## src/rtl/pixel_plot_sink.sv

```systemverilog
// -----------------------------------------------------------------------------
// pixel_plot_sink
//
// Receiving end of the renderer pixel plot stream. Accepted pixels are clipped
// to the 160x120 screen, converted to a linear framebuffer address
// (y*160 + x) and queued in a small FIFO. The FIFO head is offered to the
// framebuffer memory port through a valid/ready handshake, so renderers can
// plot one pixel per cycle while the memory port back-pressures.
//
// Optional feature (macro PLOT_SINK_CLEAR_EN): a full-screen clear engine
// that writes clear_colour to addresses 0..19199 once the FIFO has drained.
//
// Parameters:
//   DEPTH        FIFO entries (power of two, >= 2)
//   AW           log2(DEPTH), FIFO pointer width
//
// Ports:
//   clk          system clock, rising edge
//   resetn       asynchronous active-low reset
//   x, y         pixel column / row
//   colour       pixel colour
//   plot         write strobe for x/y/colour
//   mem_addr     framebuffer address of the current write
//   mem_data     colour of the current write
//   mem_we       write request (valid)
//   mem_ready    memory accepts the write when mem_we is also high
//   fifo_level   number of queued pixels
//   overflow     sticky: an in-bounds pixel was dropped on a full FIFO
//   clr_ovf      synchronous clear of overflow (a same-edge set wins)
//   clear_req    (PLOT_SINK_CLEAR_EN) request a full-screen clear
//   clear_colour (PLOT_SINK_CLEAR_EN) colour used by the clear
//   clear_done   (PLOT_SINK_CLEAR_EN) one-cycle pulse after the last clear write
//   busy         FIFO non-empty or clear pending/in progress
// -----------------------------------------------------------------------------
module pixel_plot_sink #(
    parameter int DEPTH = 8,
    parameter int AW    = 3
) (
    input  logic          clk,
    input  logic          resetn,
    input  logic [7:0]    x,
    input  logic [6:0]    y,
    input  logic [2:0]    colour,
    input  logic          plot,
    output logic [14:0]   mem_addr,
    output logic [2:0]    mem_data,
    output logic          mem_we,
    input  logic          mem_ready,
    output logic [AW:0]   fifo_level,
    output logic          overflow,
    input  logic          clr_ovf,
`ifdef PLOT_SINK_CLEAR_EN
    input  logic          clear_req,
    input  logic [2:0]    clear_colour,
    output logic          clear_done,
`endif
    output logic          busy
);

    localparam logic [AW:0] FULL_LEVEL = (AW + 1)'(DEPTH);
    localparam logic [14:0] LAST_ADDR  = 15'd19199;

`ifdef PLOT_SINK_CLEAR_EN
    typedef enum logic [1:0] {ST_IDLE, ST_DRAIN, ST_CLEAR} state_t;
`else
    typedef enum logic {ST_IDLE, ST_DRAIN} state_t;
`endif

    typedef struct packed {
        logic [14:0] addr;
        logic [2:0]  colour;
    } entry_t;

    entry_t          fifo_mem_q [DEPTH];
    logic [AW-1:0]   wr_ptr_q, wr_ptr_d;
    logic [AW-1:0]   rd_ptr_q, rd_ptr_d;
    logic [AW:0]     level_q, level_d;
    logic            overflow_q, overflow_d;
    state_t          state_q, state_d;

    logic            in_bounds;
    logic            fifo_empty;
    logic            fifo_full;
    logic            fifo_push;
    logic            fifo_pop;
    logic            ovf_set;
    logic            clearing;
    logic [14:0]     pix_addr;
    logic [14:0]     y_ext;
    entry_t          head;

`ifdef PLOT_SINK_CLEAR_EN
    logic [14:0]     clr_addr_q, clr_addr_d;
    logic [2:0]      clr_colour_q, clr_colour_d;
    logic            clr_pend_q, clr_pend_d;
    logic            clear_done_q, clear_done_d;
    logic            drained;
`endif

    // -------------------------------------------------------------------------
    // Clipping, address generation and FIFO control
    // -------------------------------------------------------------------------
    always_comb begin
        in_bounds  = (x < 8'd160) && (y < 7'd120);
        // y*160 = y*128 + y*32; maximum result 19199 fits in 15 bits.
        y_ext      = {8'd0, y};
        pix_addr   = (y_ext << 7) + (y_ext << 5) + {7'd0, x};

        fifo_empty = (level_q == '0);
        fifo_full  = (level_q == FULL_LEVEL);
`ifdef PLOT_SINK_CLEAR_EN
        clearing   = (state_q == ST_CLEAR);
`else
        clearing   = 1'b0;
`endif
        // The FIFO head is not offered to memory while the clear engine owns the port.
        fifo_pop   = !fifo_empty && mem_ready && !clearing;
        fifo_push  = plot && in_bounds && (!fifo_full || fifo_pop);
        ovf_set    = plot && in_bounds && fifo_full && !fifo_pop;

        wr_ptr_d   = fifo_push ? wr_ptr_q + 1'b1 : wr_ptr_q;
        rd_ptr_d   = fifo_pop  ? rd_ptr_q + 1'b1 : rd_ptr_q;

        level_d    = level_q;
        case ({fifo_push, fifo_pop})
            2'b10:   level_d = level_q + 1'b1;
            2'b01:   level_d = level_q - 1'b1;
            default: level_d = level_q;
        endcase

        // Set has priority over a coincident clear.
        overflow_d = overflow_q;
        if (ovf_set) begin
            overflow_d = 1'b1;
        end else if (clr_ovf) begin
            overflow_d = 1'b0;
        end
    end

    // -------------------------------------------------------------------------
    // FSM next state
    // -------------------------------------------------------------------------
    always_comb begin
        state_d = state_q;
`ifdef PLOT_SINK_CLEAR_EN
        clr_addr_d   = clr_addr_q;
        clr_colour_d = clr_colour_q;
        clr_pend_d   = clr_pend_q;
        clear_done_d = 1'b0;
        drained      = fifo_empty || ((level_q == (AW + 1)'(1)) && fifo_pop);
`endif

        case (state_q)
            ST_IDLE: begin
                if (fifo_push) begin
                    state_d = ST_DRAIN;
                end
            end
            ST_DRAIN: begin
                if (level_d == '0) begin
                    state_d = ST_IDLE;
                end
            end
`ifdef PLOT_SINK_CLEAR_EN
            ST_CLEAR: begin
                if (mem_ready) begin
                    if (clr_addr_q == LAST_ADDR) begin
                        clear_done_d = 1'b1;
                        state_d      = (level_d != '0) ? ST_DRAIN : ST_IDLE;
                    end else begin
                        clr_addr_d = clr_addr_q + 15'd1;
                    end
                end
            end
`endif
            default: state_d = ST_IDLE;
        endcase

`ifdef PLOT_SINK_CLEAR_EN
        // A request waits for the queued pixels to drain; pixels pushed on the
        // entry edge stay queued until the clear finishes.
        if (state_q != ST_CLEAR) begin
            if (clear_req) begin
                clr_colour_d = clear_colour;
            end
            if ((clear_req || clr_pend_q) && drained) begin
                state_d    = ST_CLEAR;
                clr_pend_d = 1'b0;
                clr_addr_d = '0;
            end else if (clear_req) begin
                clr_pend_d = 1'b1;
            end
        end
`endif
    end

    // -------------------------------------------------------------------------
    // State registers
    // -------------------------------------------------------------------------
    always_ff @(posedge clk or negedge resetn) begin
        if (!resetn) begin
            wr_ptr_q   <= '0;
            rd_ptr_q   <= '0;
            level_q    <= '0;
            overflow_q <= 1'b0;
            state_q    <= ST_IDLE;
        end else begin
            // NOTE: sequential state uses non-blocking assignments so every
            // register samples the pre-edge values computed in always_comb.
            wr_ptr_q   <= wr_ptr_d;
            rd_ptr_q   <= rd_ptr_d;
            level_q    <= level_d;
            overflow_q <= overflow_d;
            state_q    <= state_d;
        end
    end

`ifdef PLOT_SINK_CLEAR_EN
    always_ff @(posedge clk or negedge resetn) begin
        if (!resetn) begin
            clr_addr_q   <= '0;
            clr_colour_q <= '0;
            clr_pend_q   <= 1'b0;
            clear_done_q <= 1'b0;
        end else begin
            clr_addr_q   <= clr_addr_d;
            clr_colour_q <= clr_colour_d;
            clr_pend_q   <= clr_pend_d;
            clear_done_q <= clear_done_d;
        end
    end
`endif

    // NOTE: the storage array has no reset; an entry is only read after it has
    // been written, and the empty case is masked to zero on the outputs.
    always_ff @(posedge clk) begin
        if (fifo_push) begin
            fifo_mem_q[wr_ptr_q] <= '{addr: pix_addr, colour: colour};
        end
    end

    // -------------------------------------------------------------------------
    // Outputs, all derived from registered state
    // -------------------------------------------------------------------------
    always_comb begin
        head     = fifo_mem_q[rd_ptr_q];
        mem_we   = !fifo_empty;
        mem_addr = fifo_empty ? 15'd0 : head.addr;
        mem_data = fifo_empty ? 3'd0  : head.colour;
        busy     = !fifo_empty;
`ifdef PLOT_SINK_CLEAR_EN
        if (clearing) begin
            mem_we   = 1'b1;
            mem_addr = clr_addr_q;
            mem_data = clr_colour_q;
        end
        busy       = !fifo_empty || clearing || clr_pend_q;
        clear_done = clear_done_q;
`endif
        fifo_level = level_q;
        overflow   = overflow_q;
    end

endmodule

```

## config.mk

```make
export PLATFORM = sky130hd
export DESIGN_NAME = pixel_plot_sink
export DESIGN_NICKNAME = d
export VERILOG_FILES = /design/src/rtl/pixel_plot_sink.sv
export SDC_FILE = /design/constraint.sdc
export NUM_CORES = 1
export LEC_CHECK = 0
export ABC_CLOCK_PERIOD_IN_PS = 3300
export CORE_ASPECT_RATIO = 1.1
export CORE_MARGIN = 3
export CORE_UTILIZATION = 30
export CTS_CLUSTER_SIZE = 40
export DETAILED_ROUTE_END_ITERATION = 16
export GPL_ROUTABILITY_DRIVEN = 0
export GPL_TIMING_DRIVEN = 0
export PLACE_DENSITY_LB_ADDON = 0.08
export SLEW_MARGIN = 25
export SYNTH_ARGS = -nofsm -noshare
export SYNTH_HDL_FRONTEND = slang
export SYNTH_SLANG_ARGS = --single-unit
export TNS_END_PERCENT = 20
```

## constraint.sdc

```tcl
create_clock -name clk -period 3.3 [get_ports clk]
set_input_delay 0.33 -clock clk [delete_from_list [all_inputs] [get_ports clk]]
set_output_delay 0.33 -clock clk [all_outputs]
set_load 0.05 [all_outputs]
```

After elaboration in Yosys (flattened, before gate mapping)
Memories as Yosys holds them, arrays and structs flattened.
Index checks and enable logic that the tools add are counted.
{"block": "totals", "ff_bits": 11, "ram_bits": 144, "input_bits": 23, "output_inout_bits": 25, "word_cells": 36, "memories": 1}
{"name": "fifo_mem_q", "words": 8, "word_bits": 18, "read_ports": 1, "rd_ports_with_merged_regs": 0, "wr": 1, "line_no": "74", "source": "entry_t fifo_mem_q [DEPTH];"}
{"block": "op_classes", "n_addsub": 6, "order_cmp": 2, "eq_ne": 3, "n_mux": 7, "n_reduce_logical": 13}
{"op": "adder 14 x 12 -> 15 bit", "count": 1}
{"op": "adder 15 x 8 -> 15 bit", "count": 1}
{"op": "2-to-1 mux 15 bit", "count": 1}
{"op": "less-than comparator 8 bit (second input constant)", "count": 1}
{"op": "case mux 4 bit (2 select lines)", "count": 1}
{"op": "less-than comparator 7 bit (second input constant)", "count": 1}
{"op": "adder 3 x 1 -> 3 bit (second input constant)", "count": 2}
{"op": "logical AND 1 bit", "count": 6}
{"op": "adder 4 x 1 -> 4 bit (second input constant)", "count": 1}
{"op": "== test 4 bit (second input constant)", "count": 1}
{"op": "zero test 4 bit", "count": 1}
{"op": "2-to-1 mux 1 bit", "count": 4}
{"op": "nonzero test 2 bit", "count": 2}
{"op": "subtractor 4 x 1 -> 4 bit (second input constant)", "count": 1}
{"op": "zero test 1 bit", "count": 3}
{"op": "2-to-1 mux 3 bit", "count": 1}
{"op": "== test 2 x 1 -> 1 bit (second input constant)", "count": 1}
{"op": "== test 2 bit (second input constant)", "count": 1}
{"op": "logical OR 1 bit", "count": 1}

Depth between registers and ports, before layout
Gate-level depths: netlist (run 1).
{"block": "logic_depth", "word_depth": 7, "depth_mapped": 9}

Worst setup path before layout (run 1)
Ideal clock, no wire load.
{"block": "synth_timing", "kind": "reg-to-reg", "startpoint": "reg level_q[0] (netlist: fifo_level[0])", "endpoint": "mem fifo_mem_q[0][0] (netlist bit) (enable)", "setup_ps": 439, "arrival_time_ps": 2911, "t_required_ps": 2861, "path_slack_ps": -50, "stages_incl_launch_ff": 5, "path_buffers": 0, "period_less_slack_ps": 3350, "cell_sequence": "dfrtp_1 > or3_1 > or3_4 > nand2_4 > nor4_1"}
{"block": "synth_via", "elab_chain_cells": 7, "elab_cells_between_ends": 9}
{"item": "start: declaration", "line_no": "77", "source": "logic [AW:0] level_q, level_d;"}
{"item": "start signal: assignment", "line_no": "212", "source": "level_q <= level_d;"}
{"item": "zero test 4 bit", "line_no": "109", "source": "fifo_empty = (level_q == '0);"}
{"item": "zero test 1 bit", "line_no": "117", "source": "fifo_pop = !fifo_empty && mem_ready && !clearing;"}
{"item": "logical AND 1 bit", "line_no": "117"}
{"item": "logical OR 1 bit *", "line_no": "118", "source": "fifo_push = plot && in_bounds && (!fifo_full || fifo_pop);"}
{"item": "logical AND 1 bit *", "line_no": "118"}
{"item": "2-to-1 mux 1 bit *"}
{"item": "2-to-1 mux 1 bit (implied by the code) *", "line_no": "238", "source": "fifo_mem_q[wr_ptr_q] <= '{addr: pix_addr, colour: colour};"}
{"item": "end: declaration", "line_no": "74"}
Mark *: on every way between the ends. The rest lies on a longest branch, timed or not.

Worst setup path after layout (run 1)
{"block": "layout_timing", "startpoint": "reg level_q[3] (netlist: fifo_level[3])", "endpoint": "out mem_we"}
{"block": "layout_via", "elab_chain_cells": 2}
{"item": "zero test 4 bit", "line_no": "109"}
{"item": "zero test 1 bit", "line_no": "247", "source": "mem_we = !fifo_empty;"}
{"item": "end: declaration", "line_no": "47", "source": "output logic mem_we,"}
Every way passes these cells.

==> reports/results.ini, run 1 <==
[place]
pre_cts_slack_ns = -0.106
dp_hpwl_mm = 9.78
placedInstanceArea_um2 = 7570
io_buffers = 47

[power_and_ir_drop]
ir_drop_mv = 0.374
leakagePower_uw = 0.00287
pwr_density_cell_nw_per_um2 = 923

[critical_path]
r2r_setup_slack_ns = 0.96
end_kind = output pin
cp-endpoint = mem_we
crit_path_start = fifo_level[3]
cp_slowest_cell = clkdlybuf4s50_1
reg2reg_depth = 9
slowest_delay_ns = 0.69
r2r_end = fifo_level[3]
r2r-start = fifo_level[3]
worst-path-stages = 6
crit_arrival_ns = 2.73
startpoint_type = register
critPathBufInv = 5
crit_chain = nor4_2 > clkbuf_4 > clkbuf_2 > inv_1 > buf_4 > clkdlybuf4s50_1
cp.required_ns = 2.97
crit_family = buffers and inverters
path_max_fanout = 10
path_class = reg -> out

[logic_synthesis]
yosysSeqAreaShare_pct = 70.6
syn_area_um2 = 6510
syn_inst = 340
synth_seq_cells = 155
yosysWarningCount = 0
syn_area_per_cell_um2 = 19.2
synth_cell_types = 40
syn_nets = 383

[die]
die_h_um = 161
rows = 55
dieArea_um2 = 23500
core-area_um2 = 20900
initial_core_util_pct = 31.1
die_w_um = 146
ios = 48

[route]
num_vias = 3320
ant_nets = 0
drc_errors = 0
first_pass_iters = 4
route.final.wire_length_mm = 14.4
drtIter0Drc = 114
wl_per_cell_um = 20.0
vias_per_cell = 4.60

[sta]
finalCritPeriodShare_pct = 92.7
drv_slew = 0
whs_ns = 0.254
grt_setup_unrepaired = no
hold_viol = 0
fin_crit_ns = 3.06
slew-limit-headroom_pct = 54.2
max_freq_mhz = 327
timing.final.ws_setup_ns = 0.240
fin_setup_tns_ns = 0
setup_viol = 0
finClkSkew_ns = 0.0124
worst_slew_pin_slew_ns = 0.681

[finish]
antenna_cells = 0
fin_area_um2 = 8160
area_growth_pct = 25.3
drive_above_1_share_pct = 26.1
final_common_cell = edfxtp_1
final_cell_mix = 144 x edfxtp_1, 36 x mux4_2, 29 x clkdlybuf4s50_1, 20 x mux2i_1, 18 x nor2_1
nets = 466

[clocking]
clock_latency_ns = 0.43
cts_sinks = 155
cts_max_path_buffers = 2
cts_tree = yes
path_clk_slew_ns = 0.07
cts_buffers = 17
htree_levels = 4
root_buffer = clkbuf_16

[global_routing]
grt_util_all_layers_pct = 13.1
grt_max_degree = 18
overflow = 0
grt_pass1_wl_mm = 22.6
antenna_found_initial = 0
first_global_vias = 3663

[hold_path]
holdCritPathClass = in -> async

[job]
cap_viol_max_count = 0

[run_status]
outcome = completed

[registers in the layout, summed over array words and instances, names as in the netlist]
signal and flops:
rd_ptr_q 3, wr_ptr_q 3, fifo_mem_q 144, overflow 1, fifo_level 4
[cell families after synthesis]
kind of cell	Yosys count	synth area share, %
mux	58	16.0
simple gates	51	3.84
xor+xnor	12	1.61
buf+inv	24	1.69
compound gates	20	2.06
flops	155	70.6
fa+ha+maj	20	4.19
[synth_stat cells]
cell type,count,area (um2)
o21ai_0,3,15.0
xnor2_1,8,70.1
o21a_1,1,7.51
a21oi_1,6,30.0
and3_2,1,7.51
a21o_2,1,8.76
or4_1,1,7.51
mux2i_1,20,200
mux2_4,2,30.0
fa_1,3,60.1
clkbuf_1,5,18.8
o41ai_1,1,8.76
nor3_1,4,20.0
o2111ai_1,1,8.76
nor2b_1,1,6.26
xor2_1,4,35.0
nand2_1,10,37.5
a22o_1,1,8.76
o22ai_1,1,6.26
a21o_1,2,15.0
edfxtp_1,144,4320
buf_4,4,30.0
a21oi_2,1,8.76
o31ai_1,1,7.51
nand2_4,1,11.3
a211o_1,1,8.76
or3_4,1,11.3
or3_1,1,6.26
inv_1,11,41.3
nand2b_1,2,12.5
dfrtp_1,11,275
nor2_1,21,78.8
buf_2,4,20.0
nand4_1,1,6.26
ha_1,17,213
and2_1,1,6.26
mux4_2,36,811
nor4_1,1,6.26
nand3_1,4,20.0
nor4_2,1,12.5
[per-stage QoR]
stage               instances  total power, uW  util (%)
finish                    721             7530      39.0
global route              721             7940      39.0
CTS                       721             7670      39.0
detailed placement        689             5840      36.2
global placement          672             5730      35.1
floorplan                 340             4750         -
[per-layer routing]
layer  GRT usage, %  vias up  part of all wire, %
li1               -     1531                    -
met1           17.6     1716                   46
met2           21.1       59                   49
met3           3.30       14                  3.4
met4           3.93        0                  1.7
met5              0        -                    0
[worst min path at each step]
| stage | start | endpoint | slack, ns | cells past startpoint |
|---|---|---|---|---|
| 2_1_floorplan | resetn | fifo_level[0] | 0.03 | 0 |
| 3_3_place_gp | overflow | overflow | 0.52 | 2 |
| 3_5_place_dp | overflow | overflow | 0.52 | 2 |
| 4_1_cts | resetn | overflow | 0.27 | 1 |
| 5_1_grt | resetn | overflow | 0.29 | 1 |
| 6_report | resetn | overflow | 0.25 | 1 |
[where the power goes]
| part | total (uW) | switching, uW | internal, uW | leakage (uW) |
|---|---|---|---|---|
| registers | 2570 | 136 | 2440 | 0.00144 |
| clock network | 1940 | 812 | 1120 | 0.000269 |
| logic | 3020 | 1910 | 1110 | 0.00117 |
| total | 7530 | 2860 | 4680 | 0.00287 |
[cell type report]
cell class | count | area, um2
sequential | 155 | 4600
fill | 1955 | 12800
clock buffer | 17 | 425
multi-input combinational | 161 | 1860
buffer | 13 | 77.6
clock inverter | 15 | 166
timing repair buffer | 64 | 636
tap | 285 | 357
inverter | 11 | 41.3
[timing repair]
item	4_1_cts	5_1_grt
endpoints found under the setup margin	20	4
gates resized for setup	20	5
setup buffers	0	0
hold buffers	0	0
Power figures use the tool's default switching activity.
==> run 2, diff against run 1 <==
--- a/config.mk
+++ b/config.mk
@@ -14,6 +14,7 @@
 export GPL_ROUTABILITY_DRIVEN = 0
 export GPL_TIMING_DRIVEN = 0
 export PLACE_DENSITY_LB_ADDON = 0.08
+export SKIP_CTS_REPAIR_TIMING = 1
 export SLEW_MARGIN = 25
 export SYNTH_ARGS = -nofsm -noshare
 export SYNTH_HDL_FRONTEND = slang
==> reports/results.ini, run 2 (synthesized netlist as in run 1, its figures left out) <==
[run_status]
outcome = completed

[die]
rows = 55  ; unchanged
initial_core_util_pct = 31.1  ; unchanged
dieArea_um2 = 23500  ; unchanged
core-area_um2 = 20900  ; unchanged
die_w_um = 146  ; unchanged
die_h_um = 161  ; unchanged
ios = 48  ; unchanged

[sta]
max_freq_mhz = 327  ; about the same
drv_slew = 0  ; unchanged
setup_viol = 0  ; unchanged
finClkSkew_ns = 0.0110  ; -0.00137 ns
fin_crit_ns = 3.06  ; -0.00270 ns
fin_setup_tns_ns = 0  ; unchanged
slew-limit-headroom_pct = 54.4  ; +0.18 points
grt_setup_unrepaired = no
whs_ns = 0.260  ; +0.00542 ns
hold_viol = 0  ; unchanged
finalCritPeriodShare_pct = 92.7  ; about the same
worst_slew_pin_slew_ns = 0.678  ; -0.00271 ns

[hold_path]
holdCritPathClass = in -> async

[global_routing]
antenna_found_initial = 0  ; unchanged
grt_max_degree = 18  ; unchanged
overflow = 0  ; unchanged
first_global_vias = 3669  ; +0.16%
grt_util_all_layers_pct = 13.1  ; about the same
grt_pass1_wl_mm = 22.6  ; about the same

[clocking]
path_clk_slew_ns = 0.07  ; about the same
cts_tree = yes
clock_latency_ns = 0.42  ; about the same
cts_buffers = 17  ; unchanged
cts_max_path_buffers = 2  ; unchanged
cts_sinks = 155  ; unchanged
htree_levels = 4  ; unchanged
root_buffer = clkbuf_16

[job]
cap_viol_max_count = 0  ; unchanged

[route]
num_vias = 3317  ; -0.090%
drc_errors = 0  ; unchanged
vias_per_cell = 4.60  ; about the same
wl_per_cell_um = 20.0  ; about the same
first_pass_iters = 4  ; unchanged
drtIter0Drc = 144  ; +26%
ant_nets = 0  ; unchanged
route.final.wire_length_mm = 14.4  ; about the same

[finish]
final_cell_mix = 144 x edfxtp_1, 36 x mux4_2, 29 x clkdlybuf4s50_1, 20 x mux2i_1
top_register = fifo_mem_q
nets = 466  ; unchanged
seq_area_um2 = 4600  ; unchanged
final_common_cell = edfxtp_1
multi_input_area_um2 = 1860  ; unchanged
antenna_cells = 0  ; unchanged
drive_above_1_share_pct = 26.1  ; unchanged
post-route-util_pct = 39.3  ; +0.27 points
area_growth_pct = 26.2
fillers = 1943  ; -0.61%
largest_reg_flops = 144  ; unchanged

[place]
io_buffers = 47  ; unchanged
dp_hpwl_mm = 9.78  ; unchanged

[critical_path]
path_max_fanout = 10  ; unchanged
r2r_setup_slack_ns = 0.96  ; about the same
startpoint_type = register
crit_arrival_ns = 2.73  ; about the same
path_class = reg -> out
cp.required_ns = 2.97  ; about the same
end_kind = output pin

[power_and_ir_drop]
pwr_density_cell_nw_per_um2 = 929  ; +0.69%
power_uw = 7640  ; +1.4%
ir_drop_mv = 0.373  ; -0.42%
leakagePower_uw = 0.00299  ; +4.3%

run 2: cell count changes in the layout (fill, tap and decap cells not counted), sizes merged:
cell,delta
dlymetal6s2s,+15
dlygate4sd2,-15
run 2: power breakdown:
group | switching (uW) | internal, uW | total (uW)
Clock | 814 | 1130 | 1940
Combinational | 1910 | 1210 | 3120
Sequential | 136 | 2440 | 2570
run 2: worst paths after layout:
kind,startpoint,end,cells after the start
hold reg to reg,overflow,overflow,2
setup / recovery,fifo_level[3],mem_we,6
max in group asynchronous,resetn,rd_ptr_q[2],1
min in group clk,clr_ovf,overflow,2
setup reg to reg,fifo_level[3],fifo_level[3],9
hold / removal,resetn,overflow,1
run 2: metal layers:
metal	GRT usage [%]	part of all wire [%]	up-vias
li1	-	-	1528
met1	17.5	46	1719
met2	21.2	49	57
met3	3.27	3.3	13
met4	3.93	1.4	0
met5	0	0	-
run 2: layout make-up:
class | instances | area share, %
inverters | 11 | 0.502
plain buffers | 13 | 0.944
well taps | 285 | 4.34
clock buffers | 17 | 5.18
flip-flops and latches | 155 | 56.0
multi-input cells | 161 | 22.6
clock inverters | 15 | 2.02
repair buffers | 64 | 8.42
run 2: metrics by stage:
stage	area, um2	std cells	setup slack (ns)
after CTS	8170	721	-0.425
final	8220	721	0.242
after global placement	7350	672	-1.67
after floorplan	6520	340	0.393
after detailed placement	7570	689	-0.106
after global routing	8220	721	0.0419
run 2: worst max-delay path, stage by stage, from the launching register on:
cell	delay, ns
dfrtp_1	0.46
nor4_2	0.32
clkbuf_4	0.31
clkbuf_2	0.29
inv_1	0.09
buf_4	0.13
clkdlybuf4s50_1	0.69
==> run 3, diff against run 2 <==
--- a/config.mk
+++ b/config.mk
@@ -7,13 +7,12 @@
 export LEC_CHECK = 0
 export ABC_CLOCK_PERIOD_IN_PS = 3300
 export CORE_ASPECT_RATIO = 1.1
-export CORE_MARGIN = 3
 export CORE_UTILIZATION = 30
 export CTS_CLUSTER_SIZE = 40
 export DETAILED_ROUTE_END_ITERATION = 16
 export GPL_ROUTABILITY_DRIVEN = 0
 export GPL_TIMING_DRIVEN = 0
-export PLACE_DENSITY_LB_ADDON = 0.08
+export PLACE_DENSITY = 0.51
 export SKIP_CTS_REPAIR_TIMING = 1
 export SLEW_MARGIN = 25
 export SYNTH_ARGS = -nofsm -noshare
==> constraint.sdc (replaced) <==
create_clock -name clk -period 3.3 [get_ports clk]
set_input_delay 0.33 -clock clk [delete_from_list [all_inputs] [get_ports clk]]
set_output_delay 0.33 -clock clk [all_outputs]
set_load 0.01 [all_outputs]
==> reports/results.ini, run 3 (synthesized netlist as in run 1, its figures left out) <==
[finish]
area_growth_pct = 23.9
final_cell_mix = 144 x edfxtp_1, 47 x clkdlybuf4s50_1, 36 x mux4_2, 20 x mux2i_1, 18 x nor2_1
instances_no_fill = 720  ; -0.14%
antenna_cells = 0  ; unchanged
top_register = fifo_mem_q
drive_above_1_share_pct = 24.2  ; -2.0 points
nets = 461  ; -1.1%
final_common_cell = edfxtp_1
largest_reg_flops = 144  ; unchanged
fillers = 2007  ; +3.3%

[clocking]
htree_levels = 4  ; unchanged
cts_max_path_buffers = 2  ; unchanged
cts_buffers = 17  ; unchanged
clock_latency_ns = 0.42  ; about the same
root_buffer = clkbuf_16
cts_tree = yes
cts_sinks = 155  ; unchanged
path_clk_slew_ns = 0.06  ; about the same

[run_status]
outcome = completed

[hold_path]
holdCritPathClass = in -> async

[sta]
setup_viol = 0  ; unchanged
drv_slew = 0  ; unchanged
worst_slew_pin_slew_ns = 0.744  ; +0.0652 ns
fin_crit_ns = 3.12  ; +0.0649 ns
finClkSkew_ns = 0.00479  ; -0.00623 ns
slew-limit-headroom_pct = 50.2  ; -4.3 points
finalCritPeriodShare_pct = 94.6  ; +2.0 points
hold_viol = 0  ; unchanged
grt_setup_unrepaired = no
max_freq_mhz = 320  ; -2.1%

[global_routing]
grt_max_degree = 19  ; +1
overflow = 0  ; unchanged
first_global_vias = 3587  ; -2.2%
grt_util_all_layers_pct = 13.2  ; +0.13 points
antenna_found_initial = 0  ; unchanged
grt_pass1_wl_mm = 20.6  ; -8.8%

[critical_path]
crit_path_start = rd_ptr_q[1]
path_class = reg -> out
r2r-start = fifo_level[0]
crit_arrival_ns = 2.79  ; +0.06 ns
path_max_fanout = 10  ; unchanged
r2r_setup_slack_ns = 0.90  ; -0.06 ns
cp.required_ns = 2.97  ; about the same
startpoint_type = register
end_kind = output pin

[route]
drtIter0Drc = 198  ; +38%
ant_nets = 0  ; unchanged
drc_errors = 0  ; unchanged
num_vias = 3249  ; -2.1%
wl_per_cell_um = 18.4  ; -8.1%
vias_per_cell = 4.51  ; -1.9%
route.final.wire_length_mm = 13.2  ; -8.3%
first_pass_iters = 4  ; unchanged

[power_and_ir_drop]
leakagePower_uw = 0.00278  ; -7.1%
power_uw = 6870  ; -10%
pwr_density_cell_nw_per_um2 = 851  ; -8.4%
ir_drop_mv = 0.297  ; -20%

[die]
die_h_um = 157  ; -2.5%
rows = 56  ; +1.8%
die_w_um = 142  ; -2.7%
initial_core_util_pct = 30.6  ; -0.56 points
dieArea_um2 = 22300  ; -5.2%
core-area_um2 = 21300  ; +1.8%
ios = 48  ; unchanged

[place]
io_buffers = 47  ; unchanged
dp_hpwl_mm = 8.92  ; -8.7%
placed_cells_incl_taps = 689  ; unchanged

[job]
cap_viol_max_count = 0  ; unchanged

==> run 3: cell types whose count changed in the layout (fill, tap and decap cells not counted), sizes merged <==
| cell | before | now |
|---|---|---|
| buf | 25 | 19 |
| clkinvlp | 6 | 3 |
| inv | 15 | 12 |
| dlymetal6s2s | 18 | 0 |
| clkdlybuf4s50 | 29 | 47 |
| clkbuf | 22 | 25 |
| clkinv | 3 | 5 |
| bufinv | 2 | 3 |
==> run 3: area by class of cell <==
class                   instances  area [um2]  share of cell area, %
plain buffers                  13        76.3                  0.946
clock buffers                  19         433                   5.37
clock inverters                12         149                   1.85
inverters                      11        41.3                  0.512
multi-input cells             161        1850                   23.0
flip-flops and latches        155        4600                   57.0
well taps                     290         363                   4.50
repair buffers                 59         553                   6.86
==> run 3: worst max-delay path, cell delays in order (launching register included) <==
cell             delay, ns
dfrtp_1               0.34
buf_2                 0.32
clkbuf_1              0.56
mux4_2                0.40
mux2i_1               0.21
nor2_1                0.07
clkdlybuf4s50_1       0.48
==> run 3: final timing paths <==
path / end / cells past startpoint
max: mem_addr[6] / 6
min: overflow / 1
max reg2reg: fifo_mem_q[4][0] / 5
min reg2reg: overflow / 2
max in group asynchronous: rd_ptr_q[0] / 1
min in group clk: overflow / 2
==> run 3: layer usage <==
metal  vias up  track usage [%]  wire length [um]
met2        51             22.5              6740
met1      1670             16.1              5950
met5         -                0                 0
li1       1511                -                 -
met3        17             2.91               326
met4         0             5.53               225
==> run 3: where the power goes <==
| group | internal, uW | switching (uW) |
|---|---|---|
| Combinational | 1210 | 1170 |
| Sequential | 2440 | 125 |
| Clock | 1180 | 739 |
| Total | 4830 | 2040 |
==> run 3: metrics by stage <==
| step | hold WS, ns | setup slack (ns) | area [um2] | util (%) | TNS, ns |
|---|---|---|---|---|---|
| after floorplan | 0.0344 | 0.231 | 6510 | - | 0 |
| after global placement | 0.520 | -2.23 | 7350 | 34.5 | -147.49 |
| after detailed placement | 0.521 | -0.0494 | 7480 | 35.1 | -0.394 |
| after CTS | 0.276 | -0.142 | 8060 | 37.8 | -0.658 |
| after global routing | 0.302 | 0.0257 | 8070 | 37.9 | 0 |
| final | 0.270 | 0.177 | 8070 | 37.9 | 0 |
